**src/rtl/cla_seq_pkg.sv**
```systemverilog
// Shared types and constants for the sequential carry-lookahead adder.
//   state_t   : controller states (IDLE, RUN, DONE)
//   NIBBLE_W  : width of the reused lookahead slice
//   idx_width : width of the nibble index counter for a given operand WIDTH
package cla_seq_pkg;

  typedef enum logic [1:0] {
    IDLE = 2'd0,
    RUN  = 2'd1,
    DONE = 2'd2
  } state_t;

  localparam int unsigned NIBBLE_W = 4;

  // clog2(WIDTH/4), never narrower than one bit.
  function automatic int unsigned idx_width(input int unsigned width);
    int unsigned nib;
    nib = width / NIBBLE_W;
    return (nib <= 1) ? 1 : $clog2(nib);
  endfunction

endpackage

```
**src/rtl/cla4_slice.sv**
```systemverilog
// Combinational 4-bit carry-lookahead adder slice.
//   x, y : nibble operands
//   ci   : carry in
//   s    : nibble sum
//   co   : carry out of bit 3
//   c3   : carry into bit 3 (for signed overflow detection)
module cla4_slice (
  input  logic [3:0] x,
  input  logic [3:0] y,
  input  logic       ci,
  output logic [3:0] s,
  output logic       co,
  output logic       c3
);

  logic [3:0] g;
  logic [3:0] p;
  logic [4:0] c;

  always_comb begin
    g    = x & y;
    p    = x ^ y;
    c[0] = ci;
    c[1] = g[0] | (p[0] & ci);
    c[2] = g[1] | (p[1] & g[0]) | (p[1] & p[0] & ci);
    c[3] = g[2] | (p[2] & g[1]) | (p[2] & p[1] & g[0]) | (p[2] & p[1] & p[0] & ci);
    c[4] = g[3] | (p[3] & g[2]) | (p[3] & p[2] & g[1]) | (p[3] & p[2] & p[1] & g[0])
         | (p[3] & p[2] & p[1] & p[0] & ci);
    s    = p ^ c[3:0];
    co   = c[4];
    c3   = c[3];
  end

endmodule

```
**src/rtl/cla_seq_adder.sv**
```systemverilog
// Multi-cycle add/subtract unit: one 4-bit CLA slice walks the operands
// least-significant nibble first, chaining the carry through a register.
//   clk, rst            : clock, async active-high reset
//   in_valid / in_ready : operation request handshake (ready only in IDLE)
//   a, b, cin, sub      : operands, add carry-in, subtract select (A + ~B + 1)
//   out_valid/out_ready : result handshake (valid only in DONE)
//   sum, cout           : result and final carry (subtract: 1 = no borrow)
//   busy                : high while nibbles are being processed
//   ovf                 : signed overflow, present only when CLA_SEQ_OVF_EN is defined
module cla_seq_adder
  import cla_seq_pkg::*;
#(
  parameter int unsigned WIDTH = 16
) (
  input  logic             clk,
  input  logic             rst,
  input  logic             in_valid,
  output logic             in_ready,
  input  logic [WIDTH-1:0] a,
  input  logic [WIDTH-1:0] b,
  input  logic             cin,
  input  logic             sub,
  output logic             out_valid,
  input  logic             out_ready,
  output logic [WIDTH-1:0] sum,
  output logic             cout,
`ifdef CLA_SEQ_OVF_EN
  output logic             ovf,
`endif
  output logic             busy
);

  localparam int unsigned NIB   = WIDTH / NIBBLE_W;
  localparam int unsigned IDX_W = idx_width(WIDTH);

  state_t             state_q, state_d;
  logic [WIDTH-1:0]   a_q, a_d;
  logic [WIDTH-1:0]   b_q, b_d;
  logic [WIDTH-1:0]   sum_q, sum_d;
  logic               carry_q, carry_d;
  logic [IDX_W-1:0]   idx_q, idx_d;

  logic [3:0]         x_nib, y_nib, s_nib;
  logic               slice_co;
`ifdef CLA_SEQ_OVF_EN
  logic               slice_c3;
  logic               ovf_q, ovf_d;
`endif

  cla4_slice u_slice (
    .x  (x_nib),
    .y  (y_nib),
    .ci (carry_q),
    .s  (s_nib),
    .co (slice_co),
`ifdef CLA_SEQ_OVF_EN
    .c3 (slice_c3)
`else
    .c3 ()
`endif
  );

  always_comb begin
    state_d = state_q;
    a_d     = a_q;
    b_d     = b_q;
    sum_d   = sum_q;
    carry_d = carry_q;
    idx_d   = idx_q;
`ifdef CLA_SEQ_OVF_EN
    ovf_d   = ovf_q;
`endif
    x_nib   = '0;
    y_nib   = '0;
    for (int unsigned n = 0; n < NIB; n++) begin
      if (idx_q == IDX_W'(n)) begin
        x_nib = a_q[n*NIBBLE_W +: NIBBLE_W];
        y_nib = b_q[n*NIBBLE_W +: NIBBLE_W];
      end
    end

    unique case (state_q)
      IDLE: begin
        if (in_valid) begin
          // B is stored pre-inverted so RUN never needs to know about sub.
          a_d     = a;
          b_d     = sub ? ~b : b;
          carry_d = sub ? 1'b1 : cin;
          idx_d   = '0;
          state_d = RUN;
        end
      end
      RUN: begin
        for (int unsigned n = 0; n < NIB; n++) begin
          if (idx_q == IDX_W'(n)) sum_d[n*NIBBLE_W +: NIBBLE_W] = s_nib;
        end
        carry_d = slice_co;
        if (idx_q == IDX_W'(NIB - 1)) begin
          state_d = DONE;
`ifdef CLA_SEQ_OVF_EN
          ovf_d   = slice_c3 ^ slice_co;
`endif
        end else begin
          idx_d = idx_q + 1'b1;
        end
      end
      DONE: begin
        if (out_ready) state_d = IDLE;
      end
      default: state_d = IDLE;
    endcase
  end

  always_ff @(posedge clk or posedge rst) begin
    if (rst) begin
      state_q <= IDLE;
      a_q     <= '0;
      b_q     <= '0;
      sum_q   <= '0;
      carry_q <= 1'b0;
      idx_q   <= '0;
`ifdef CLA_SEQ_OVF_EN
      ovf_q   <= 1'b0;
`endif
    end else begin
      state_q <= state_d;
      a_q     <= a_d;
      b_q     <= b_d;
      sum_q   <= sum_d;
      carry_q <= carry_d;
      idx_q   <= idx_d;
`ifdef CLA_SEQ_OVF_EN
      ovf_q   <= ovf_d;
`endif
    end
  end

  always_comb begin
    in_ready  = (state_q == IDLE);
    out_valid = (state_q == DONE);
    busy      = (state_q == RUN);
    sum       = sum_q;
    cout      = carry_q;
`ifdef CLA_SEQ_OVF_EN
    ovf       = ovf_q;
`endif
  end

endmodule

```
**config.mk**
```make
export PLATFORM = sky130hd
export DESIGN_NAME = cla_seq_adder
export DESIGN_NICKNAME = d
export VERILOG_FILES = /design/src/rtl/cla_seq_pkg.sv /design/src/rtl/cla4_slice.sv /design/src/rtl/cla_seq_adder.sv
export SDC_FILE = /design/constraint.sdc
export NUM_CORES = 1
export LEC_CHECK = 0
export CELL_PAD_IN_SITES_DETAIL_PLACEMENT = 0
export CELL_PAD_IN_SITES_GLOBAL_PLACEMENT = 2
export CORE_MARGIN = 2
export CORE_UTILIZATION = 29
export CTS_BUF_LIST = sky130_fd_sc_hd__clkbuf_8 sky130_fd_sc_hd__clkbuf_16
export DETAILED_ROUTE_END_ITERATION = 12
export GPL_ROUTABILITY_DRIVEN = 0
export PLACE_DENSITY_LB_ADDON = 0.1
export REMOVE_ABC_BUFFERS = 1
export SLEW_MARGIN = 20
export SYNTH_ARGS = -nofsm -noshare
export SYNTH_HDL_FRONTEND = slang
export SYNTH_SLANG_ARGS = --single-unit
```
**constraint.sdc**
```tcl
create_clock -name clk -period 2.8 [get_ports clk]
set_clock_uncertainty 0.2 [all_clocks]
set_input_delay 0.28 -clock clk [delete_from_list [all_inputs] [get_ports clk]]
set_output_delay 0.28 -clock clk [all_outputs]
set_load 0.03 [all_outputs]
```
# Word-level counts from Yosys, hierarchy flattened
# Cells that the tools add are included.
word_totals:
  ff_bits: 53
  inputBits: 38
op_classes:
  add_sub_neg: 1
  eq_ne: 9
  muxes: 19
  bitwise: 30
  n_reduce_logical: 11
op_table:
  columns: ["operator", "n"]
  rows:
  - ["$mux W4", 8]
  - ["$and A1 B1 Y1", 16]
  - ["$mux W16", 1]
  - ["$not A16 Y16", 1]
  - ["$reduce_and A2 Y1", 6]
  - ["$mux W2", 5]
  - ["$or A1 B1 Y1", 10]
  - ["$xor A4 B4 Y4", 2]
  - ["$eq A2 B2 Y1 const B", 3]
  - ["$pmux W2 S3", 1]
  - ["$reduce_and A3 Y1", 2]
  - ["$and A4 B4 Y4", 1]
  - ["$eq A2 B1 Y1 const B", 2]
  - ["$logic_not A2 Y1", 2]
  - ["$ne A2 B1 Y1 const B", 2]
  - ["$ne A2 B2 Y1 const B", 2]
  - ["$pmux W2 S2", 1]
  - ["$add A2 B1 Y2 const B", 1]
  - ["$mux W1", 2]
  - ["$pmux W1 S2", 1]
  - ["$reduce_bool A2 Y1", 1]

# Depth between registers and ports, before layout
# Gate-level depths: netlist of run 1.
depth:
  word_depth: 12
  depth_mapped: 11

# By module
# Synthesis of run 1 repeated with hierarchy kept, for this count alone.
unflattened:
  hier_cells: 236
  hier_area_um2: 2702.6
modules_own_cells:
  columns: ["mod", "instances", "cells_per_inst", "area_per_inst_um2", "seq_area_each_um2"]
  rows:
  - ["cla_seq_adder", 1, 218, 2547.4, 1326.3]
  - ["cla4_slice", 1, 18, 155.1, 0.0]

# Least setup slack after synthesis of run 1
# OpenSTA, ideal clock, no wires.
synth_path:
  kind: "register to register"
  start: "reg idx_q[0]"
  end: "reg sum_q[14] (netlist: sum[14])"
  t_arrival_ps: 2442
  required_ps: 2505
  path_slack_ps: 63
  path_stages_with_launch: 11
  n_path_buf: 2
  cell_sequence: "dfrtp_1 > inv_1 > ha_1 > buf_2 > buf_1 > a21oi_1 > a22o_1 > ha_1 > a211oi_2 > nor2_1 > o31ai_1"
synth_between:
  elab_chain_len: 10
  elab_cells_between_ends: 21
synth_rtl:
  columns: ["item", "line", "text"]
  rows:
  - ["start: declaration", "cla_seq_adder.sv:41", "logic [IDX_W-1:0] idx_q, idx_d;"]
  - ["start signal: assignment", "cla_seq_adder.sv:131", "idx_q <= idx_d;"]
  - ["$logic_not A2 Y1", "cla_seq_adder.sv:76", "if (idx_q == IDX_W'(n)) begin"]
  - ["$mux W4 (4 in series)", "cla_seq_adder.sv:76", null]
  - ["$xor A4 B4 Y4 / $and A4 B4 Y4 (equally long branches)", "cla4_slice.sv:22, cla4_slice.sv:21", null]
  - ["$and A1 B1 Y1", "cla4_slice.sv:25", "c[2] = g[1] | (p[1] & g[0]) | (p[1] & p[0] & ci);"]
  - ["$or A1 B1 Y1 / $and A1 B1 Y1 (equally long branches)", "cla4_slice.sv:25", null]
  - ["$or A1 B1 Y1", "cla4_slice.sv:25", null]
  - ["$xor A4 B4 Y4", "cla4_slice.sv:29", "s = p ^ c[3:0];"]
  - ["end signal: assignment", "cla_seq_adder.sv:129", "sum_q <= sum_d;"]
  - ["end: declaration", "cla_seq_adder.sv:39", "logic [WIDTH-1:0] sum_q, sum_d;"]
# Several ways; a longest one is shown, not always the timed one.
# A chain may end at the register's enable or synchronous reset.

# Worst setup path in the final report of run 1
layout_path:
  start: "reg idx_q[0]"
  end: "reg carry_q (netlist: cout)"
layout_between:
  elab_chain_len: 12
  elab_cells_between_ends: 26
layout_rtl:
  columns: ["item", "line", "text"]
  rows:
  - ["$logic_not A2 Y1", "cla_seq_adder.sv:76", null]
  - ["$mux W4 (4 in series)", "cla_seq_adder.sv:76", null]
  - ["$xor A4 B4 Y4 / $and A4 B4 Y4 (equally long branches)", "cla4_slice.sv:22, cla4_slice.sv:21", null]
  - ["$and A1 B1 Y1 (on tied branches)", "cla4_slice.sv:27, cla4_slice.sv:28", null]
  - ["$or A1 B1 Y1 (tied with other cells) (2 in series)", "cla4_slice.sv:27", "c[4] = g[3] | (p[3] & g[2]) | (p[3] & p[2] & g[1]) | (p[3] & p[2] & p[1] & g[0])"]
  - ["$or A1 B1 Y1 / $and A1 B1 Y1 (equally long branches)", "cla4_slice.sv:27, cla4_slice.sv:28", null]
  - ["$or A1 B1 Y1 *", "cla4_slice.sv:28", "| (p[3] & p[2] & p[1] & p[0] & ci);"]
  - ["$pmux W1 S2 *", "cla_seq_adder.sv:82", "unique case (state_q)"]
  - ["end signal: assignment", "cla_seq_adder.sv:130", "carry_q <= carry_d;"]
  - ["end: declaration", "cla_seq_adder.sv:40", "logic carry_q, carry_d;"]
# Mark *: on every way between the ends. The rest lies on a longest branch, timed or not.

==> results of run 1 <==
## cells in the mapped netlist (2+ instances only)
library cell	n	share of area, %
buf_2	8	1.4
nand2_1	26	3.5
ha_1	8	3.6
buf_6	2	0.81
o21ai_0	23	4.1
dfrtp_1	53	48
mux2i_1	4	1.4
buf_4	2	0.54
mux2_2	17	6.9
nor2_1	16	2.2
a21oi_1	29	5.2
inv_1	13	1.8
xor2_1	4	1.3
nand3b_4	4	2.9
a22o_1	9	2.8
xnor2_1	13	4.1
o31ai_1	4	1.1
nand3_1	4	0.72
nor2b_1	3	0.68
o2111ai_1	4	1.3
or4_1	4	1.1
clkbuf_1	4	0.54
## state kept, by name, indices dropped and copies added, names as in the netlist
name and count:
a_q 16, b_q 16, sum 16, idx_q 2, state_q 2, cout 1
## layout make-up
class / instances / share of cell area (%)
multi-input combinational: 183 / 36.68
sequential: 53 / 36.61
timing repair buffer: 69 / 18.58
tap: 129 / 4.456
clock buffer: 5 / 1.900
inverter: 13 / 1.347
clock inverter: 3 / 0.4145
## metal layers
layer,share of wire [%],vias up
li1,-,1043
met1,51,960
met2,43,64
met3,4.5,6
met4,1.3,0
met5,0,-
## worst max-delay path: stages (launching register included)
cell	delay, ps
dfrtp_1	410
inv_1	90
ha_2	250
a21oi_1	120
o21ai_0	110
a22o_1	200
ha_1	350
or2_2	330
a31oi_1	260
o221ai_1	160
## logic make-up after synthesis
kind of cell	Yosys count	share of synthesized area (%)
simple gates	61	12.62
mux	21	8.341
compound gates	75	16.32
fa+ha+maj	9	4.328
buf+inv	30	5.230
xor+xnor	17	5.365
flops	53	47.79
## how the worst min path moves through the flow
stage	startpoint	endpoint	slack, ps	cells after the start
after floorplan	out_ready	state_q[1]$_DFFE_PP0P_	190	1
after global placement	sum[14]$_DFFE_PP0P_	sum[14]$_DFFE_PP0P_	260	2
after detailed placement	sum[14]$_DFFE_PP0P_	sum[14]$_DFFE_PP0P_	270	2
after CTS	rst	sum[12]$_DFFE_PP0P_	140	2
after global routing	rst	sum[12]$_DFFE_PP0P_	200	2
final	rst	sum[12]$_DFFE_PP0P_	120	2
## repair_timing
item,in CTS,in global routing
hold buffers,0,0
endpoints found under the setup margin,0,9
resized for setup,0,5
## through the flow
stage	utilization (%)	instances	hold slack, ps	setup slack [ps]
4_1_cts	38.75	455	144.6	65.76
3_5_place_dp	37.84	447	270.8	105.9
5_1_grt	39.02	455	195.6	1.282
2_1_floorplan	-	249	187.9	151.9
3_3_place_gp	37.84	447	261.9	163.9
6_report	39.02	455	124.9	178.4
## power breakdown
group          switching, mW  internal (mW)  leakage (nW)
Clock                  0.257          0.171        0.0467
Sequential             0.260           1.15         0.631
Combinational           1.69           1.37         0.882
Total                   2.21           2.69          1.56
==> reports/results.tsv, run 1 <==
stage	metric	value	unit
run_status	status	finished, final reports clean	
sta	RSZ-0062 raised after global routing	false	
sta	final hold viol count	0	
cts	TritonCTS Buffers	5	
critical_path	Reg-to-Reg End	cout$_DFFE_PP0P_	
drt	drt total wl	6.310	mm
worst_hold_path	Hold/Removal Path Class	input port to async pin	
sta	period utilization	93.63	%
finish	register area	0.001326	mm²
finish	Area Overhead vs Synth	30.52	%
run	max_cap viols	0	
sta	min cycle time layout	2622	ps
drt	via/cell ratio	4.556	
critical_path	Critical Path Sink	cout$_DFFE_PP0P_	
cts	clock-pin slew on the worst setup and hold paths	100	ps
critical_path	reg2reg path depth	9	
sta	max_slew headroom	65.11	%
logic_synthesis	register bit count reported by yosys	53	
finish	multi-input logic area	0.001329	mm²
grt	vias in the first global route	2030	
grt	GRT Overall Usage	13.09	%
grt	met3 GRT Util	2.394	%
finish	Fill cells	974	
logic_synthesis	sequential cell area fraction in the yosys report	47.79	%
die	Die Ht	101.8	µm
logic_synthesis	Synth Flop Type	dfrtp_1	
finish	most common cell after layout, fill and taps aside	clkdlybuf4s50_1	
critical_path	CP startpoint	idx_q[0]$_DFFE_PP0P_	
logic_synthesis	Synth async-reset ratio	100.0	%
drt	First DRT Iteration DRCs	64	
logic_synthesis	Syn. warnings	0	
logic_synthesis	Post-synth EDFFs	0	
grt	M2 GR Usage	19.84	%
cts	post-CTS setup buffers	0	
drt	Vias	2073	
critical_path	r2r setup slk	180	ps
die	area of the die	0.01037	mm²
cts	clock sink total	53	
cts	Clock Tree Buf Depth	2	
sta	Max Clk Rate	381.4	MHz
die	I/O pin total	58	
drt	post-route ant nets	0	
logic_synthesis	post-synthesis instance total	266	
power	Peak VDD IR	0.0004584	V
critical_path	Reg2Reg Launch Point	idx_q[0]$_DFFE_PP0P_	
die	chip width	101.8	µm
finish	Finished Cell Area	0.003622	mm²
logic_synthesis	syn avg cell area	10.43	µm²
cts	H-tree Lvls	2	
die	Initial Util	29.89	%
critical_path	CP endpoint kind	register	
drt	first-pass iteration count of the detailed router	4	
power	Pleak	1.560	nW
sta	Final setup viols	0	
sta	pin slew with the least headroom to its limit	522.6	ps
finish	share of cells above drive strength 1	15.03	%
cts	CTS tree	built	
sta	Pins Over Slew Limit	0	
finish	# diodes	0	
cts	clock latency on the worst-skew pair	300	ps
critical_path	Data required, critical path	2770	ps
grt	first-pass GRT wire length	10.61	mm
logic_synthesis	Cell variety after synth	34	
die	Row Count	35	
cts	root buffer cell	clkbuf_8	
sta	setup TNS	0	ps
place	port bufs	57	
grt	GRT busiest layer	met2	
power	pwr dens	1351	mW/mm²
power	Final Power	4.894	mW
drt	Routed WL per cell	13.87	µm
critical_path	CP Max Fanout	9	
critical_path	CP Class	register to register	
grt	initial antenna violation count	0	
place	HPWL Detailed	4.725	mm
grt	largest net degree at the start of global routing	34	
die	Core Footprint	0.009284	mm²
grt	global route total overflow	0	
critical_path	Critical Path Start Type	register	
finish	Post-layout nets	372	
place	placed cell area	0.003513	mm²
drt	DRC Markers	0	
grt	met1 Use GR	19.06	%
finish	commonest non-fill, non-tap cells in the layout	clkdlybuf4s50_1, dfrtp_1, a21oi_1	
logic_synthesis	Post-Synthesis Cell Area	0.002775	mm²
critical_path	CP arrival	2590	ps
(Power assumes the default switching activity.)
==> run 2: changes to the inputs <==
--- a/config.mk
+++ b/config.mk
@@ -5,6 +5,7 @@
 export SDC_FILE = /design/constraint.sdc
 export NUM_CORES = 1
 export LEC_CHECK = 0
+export CAP_MARGIN = 40
 export CELL_PAD_IN_SITES_DETAIL_PLACEMENT = 0
 export CELL_PAD_IN_SITES_GLOBAL_PLACEMENT = 2
 export CORE_MARGIN = 2
==> results of run 2 <==
Final layout, timing and power as in run 1 (identical DEF).
==> run 3: changes to the inputs <==
--- a/config.mk
+++ b/config.mk
@@ -5,10 +5,9 @@
 export SDC_FILE = /design/constraint.sdc
 export NUM_CORES = 1
 export LEC_CHECK = 0
-export CAP_MARGIN = 40
+export CAP_MARGIN = 10
 export CELL_PAD_IN_SITES_DETAIL_PLACEMENT = 0
 export CELL_PAD_IN_SITES_GLOBAL_PLACEMENT = 2
-export CORE_MARGIN = 2
 export CORE_UTILIZATION = 29
 export CTS_BUF_LIST = sky130_fd_sc_hd__clkbuf_8 sky130_fd_sc_hd__clkbuf_16
 export DETAILED_ROUTE_END_ITERATION = 12
==> run 3 against run 2 <==
Sequential share of layout area fell by 0.24 points. Register-to-register slack got worse by 30 ps. First-iteration DRC count fell by 23%. Worst hold slack improved by 36 ps. Clock power rose by 26%. Wire length fell by 1.6%. Die area fell by 3.9%. Global-route usage rose by 0.43 points. Cell count rose by 0.22%. Combinational power fell by 2%. Largest cell class is now sequential cells.
==> reports/results.tsv, run 3 (same netlist as run 1, synthesis figures left out) <==
stage	metric	value	unit	change
cts	root buffer cell	clkbuf_8		
sta	Max Clk Rate	376.6	MHz	-1.3%
die	chip width	99.83	µm	-2.0%
grt	GRT Overall Usage	13.52	%	+0.43 points
power	Pleak	1.582	nW	+1.4%
grt	initial antenna violation count	0		unchanged
drt	Routed WL per cell	13.62	µm	-1.8%
sta	final hold viol count	0		unchanged
die	I/O pin total	58		unchanged
drt	via/cell ratio	4.480		-1.7%
run	max_cap viols	0		unchanged
drt	first-pass iteration count of the detailed router	4		unchanged
critical_path	Critical Path Start Type	register		
cts	hold_buf cts	0		unchanged
sta	Final setup viols	0		unchanged
critical_path	CP arrival	2630	ps	+40 ps
place	placed cell area	0.003521	mm²	+0.21%
critical_path	Crit path top cell by count	a21oi_1		
finish	commonest non-fill, non-tap cells in the layout	clkdlybuf4s50_1, dfrtp_1, a21oi_1		
die	Die Ht	99.83	µm	-2.0%
critical_path	CP endpoint kind	register		
place	HPWL Detailed	4.637	mm	-1.8%
critical_path	biggest cell delay along the critical path	410	ps	about the same
sta	RSZ-0062 raised after global routing	false		
drt	Vias	2043		-1.4%
critical_path	Data required, critical path	2780	ps	about the same
cts	H-tree Lvls	2		unchanged
power	pwr dens	1352	mW/mm²	about the same
sta	period utilization	94.85	%	+1.2 points
critical_path	CP Max Fanout	9		unchanged
sta	setup TNS	0	ps	unchanged
cts	post-CTS setup buffers	0		unchanged
cts	Clock Tree Buf Depth	2		unchanged
die	Initial Util	30.03	%	+0.14 points
cts	TritonCTS Buffers	5		unchanged
drt	post-route ant nets	0		unchanged
run_status	status	finished, final reports clean		
cts	clock latency on the worst-skew pair	300	ps	about the same
sta	min cycle time layout	2656	ps	+34.07 ps
drt	drt total wl	6.210	mm	-1.6%
drt	DRC Markers	0		unchanged
critical_path	CP Class	register to register		
die	Core Footprint	0.009240	mm²	-0.47%
finish	Finished Cell Area	0.003646	mm²	+0.66%
place	Setup WS pre-CTS	73.26	ps	-32.67 ps
finish	most common cell after layout, fill and taps aside	clkdlybuf4s50_1		
drt	First DRT Iteration DRCs	49		-23%
cts	CTS tree	built		
grt	first-pass GRT wire length	10.44	mm	-1.6%
sta	pin slew with the least headroom to its limit	597.1	ps	+74.50 ps
grt	global route total overflow	0		unchanged
grt	largest net degree at the start of global routing	33		-2.9%
cts	clock sink total	53		unchanged
sta	Worst Slack Setup Final	144.3	ps	-34.07 ps
sta	hold slack	161.1	ps	+36.19 ps
finish	share of cells above drive strength 1	14.98	%	-0.046 points
die	Row Count	35		unchanged
die	area of the die	0.009965	mm²	-3.9%
worst_hold_path	Hold/Removal Path Class	input port to async pin		
finish	fin util	39.46	%	+0.44 points
place	port bufs	57		unchanged
critical_path	Critical Path, Cell by Cell	inv_1 -> ha_2 -> a21oi_1 -> o21ai_0 -> a22o_1 -> ha_1 -> or2_2 -> a21oi_1 -> o31ai_1		
critical_path	Slowest-stage cell, CP	dfrtp_1		
sta	Pins Over Slew Limit	0		unchanged
finish	# diodes	0		unchanged
grt	vias in the first global route	1979		-2.5%
sta	max_slew headroom	60.14	%	-5.0 points
power	Peak VDD IR	0.0003919	V	-15%
finish	Post-layout nets	373		+0.27%
cts	clock-pin slew on the worst setup and hold paths	90	ps	about the same
finish	Area Overhead vs Synth	31.38	%	
==> run 3: layout make-up <==
class                      instances  area [µm²]
clock buffer                       6       82.58
multi-input combinational        183        1313
tap                              129       161.4
sequential                        53        1326
fill                             954        5594
clock inverter                     2       33.78
timing repair buffer              70       680.7
inverter                          13       48.80
==> run 3: path summary, 6_finish.rpt <==
kind / from / end / slack, ps / depth (start not counted)
max reg2reg: idx_q[0]$_DFFE_PP0P_ / sum[14]$_DFFE_PP0P_ / 140 / 9
min: rst / sum[8]$_DFFE_PP0P_ / 160 / 2
min reg2reg: sum[10]$_DFFE_PP0P_ / sum[10]$_DFFE_PP0P_ / 290 / 2
max: idx_q[0]$_DFFE_PP0P_ / sum[14]$_DFFE_PP0P_ / 140 / 9
min in group clk: sum[10]$_DFFE_PP0P_ / sum[10]$_DFFE_PP0P_ / 290 / 2
max in group asynchronous: rst / a_q[14]$_DFFE_PP0P_ / 1680 / 3
==> run 3: metal layers <==
| metal | track usage (%) | wire length [µm] |
|---|---|---|
| met3 | 2.855 | 274 |
| met5 | 0 | 0 |
| met2 | 20.74 | 2757 |
| met1 | 19.26 | 3107 |
| met4 | 3.733 | 70 |
==> run 3: per-stage QoR <==
| stage | std cells | power [mW] |
|---|---|---|
| final | 456 | 4.931 |
| after floorplan | 249 | 3.352 |
| after global placement | 448 | 4.420 |
| after detailed placement | 448 | 4.413 |
| after global routing | 456 | 5.358 |
| after CTS | 456 | 4.973 |
==> run 3: power breakdown <==
part,switching [mW],total [mW],internal (mW),leakage (nW)
registers,0.246,1.39,1.15,0.631
logic,1.67,3.00,1.33,0.888
clock network,0.250,0.538,0.288,0.0626
total,2.17,4.93,2.76,1.58
==> run 3: critical path: cells and delay by family, from the launching register on <==
kind | cells | cell delay [ps]
simple gates | 1 | 330
compound gates | 5 | 910
flops | 1 | 410
fa+ha+maj | 2 | 600
buf+inv | 1 | 80
==> run 3: timing repair <==
action / CTS / global route
resized for setup: 0 / 3
endpoints found under the setup margin: 0 / 8
endpoints found under the hold margin: 0 / 0
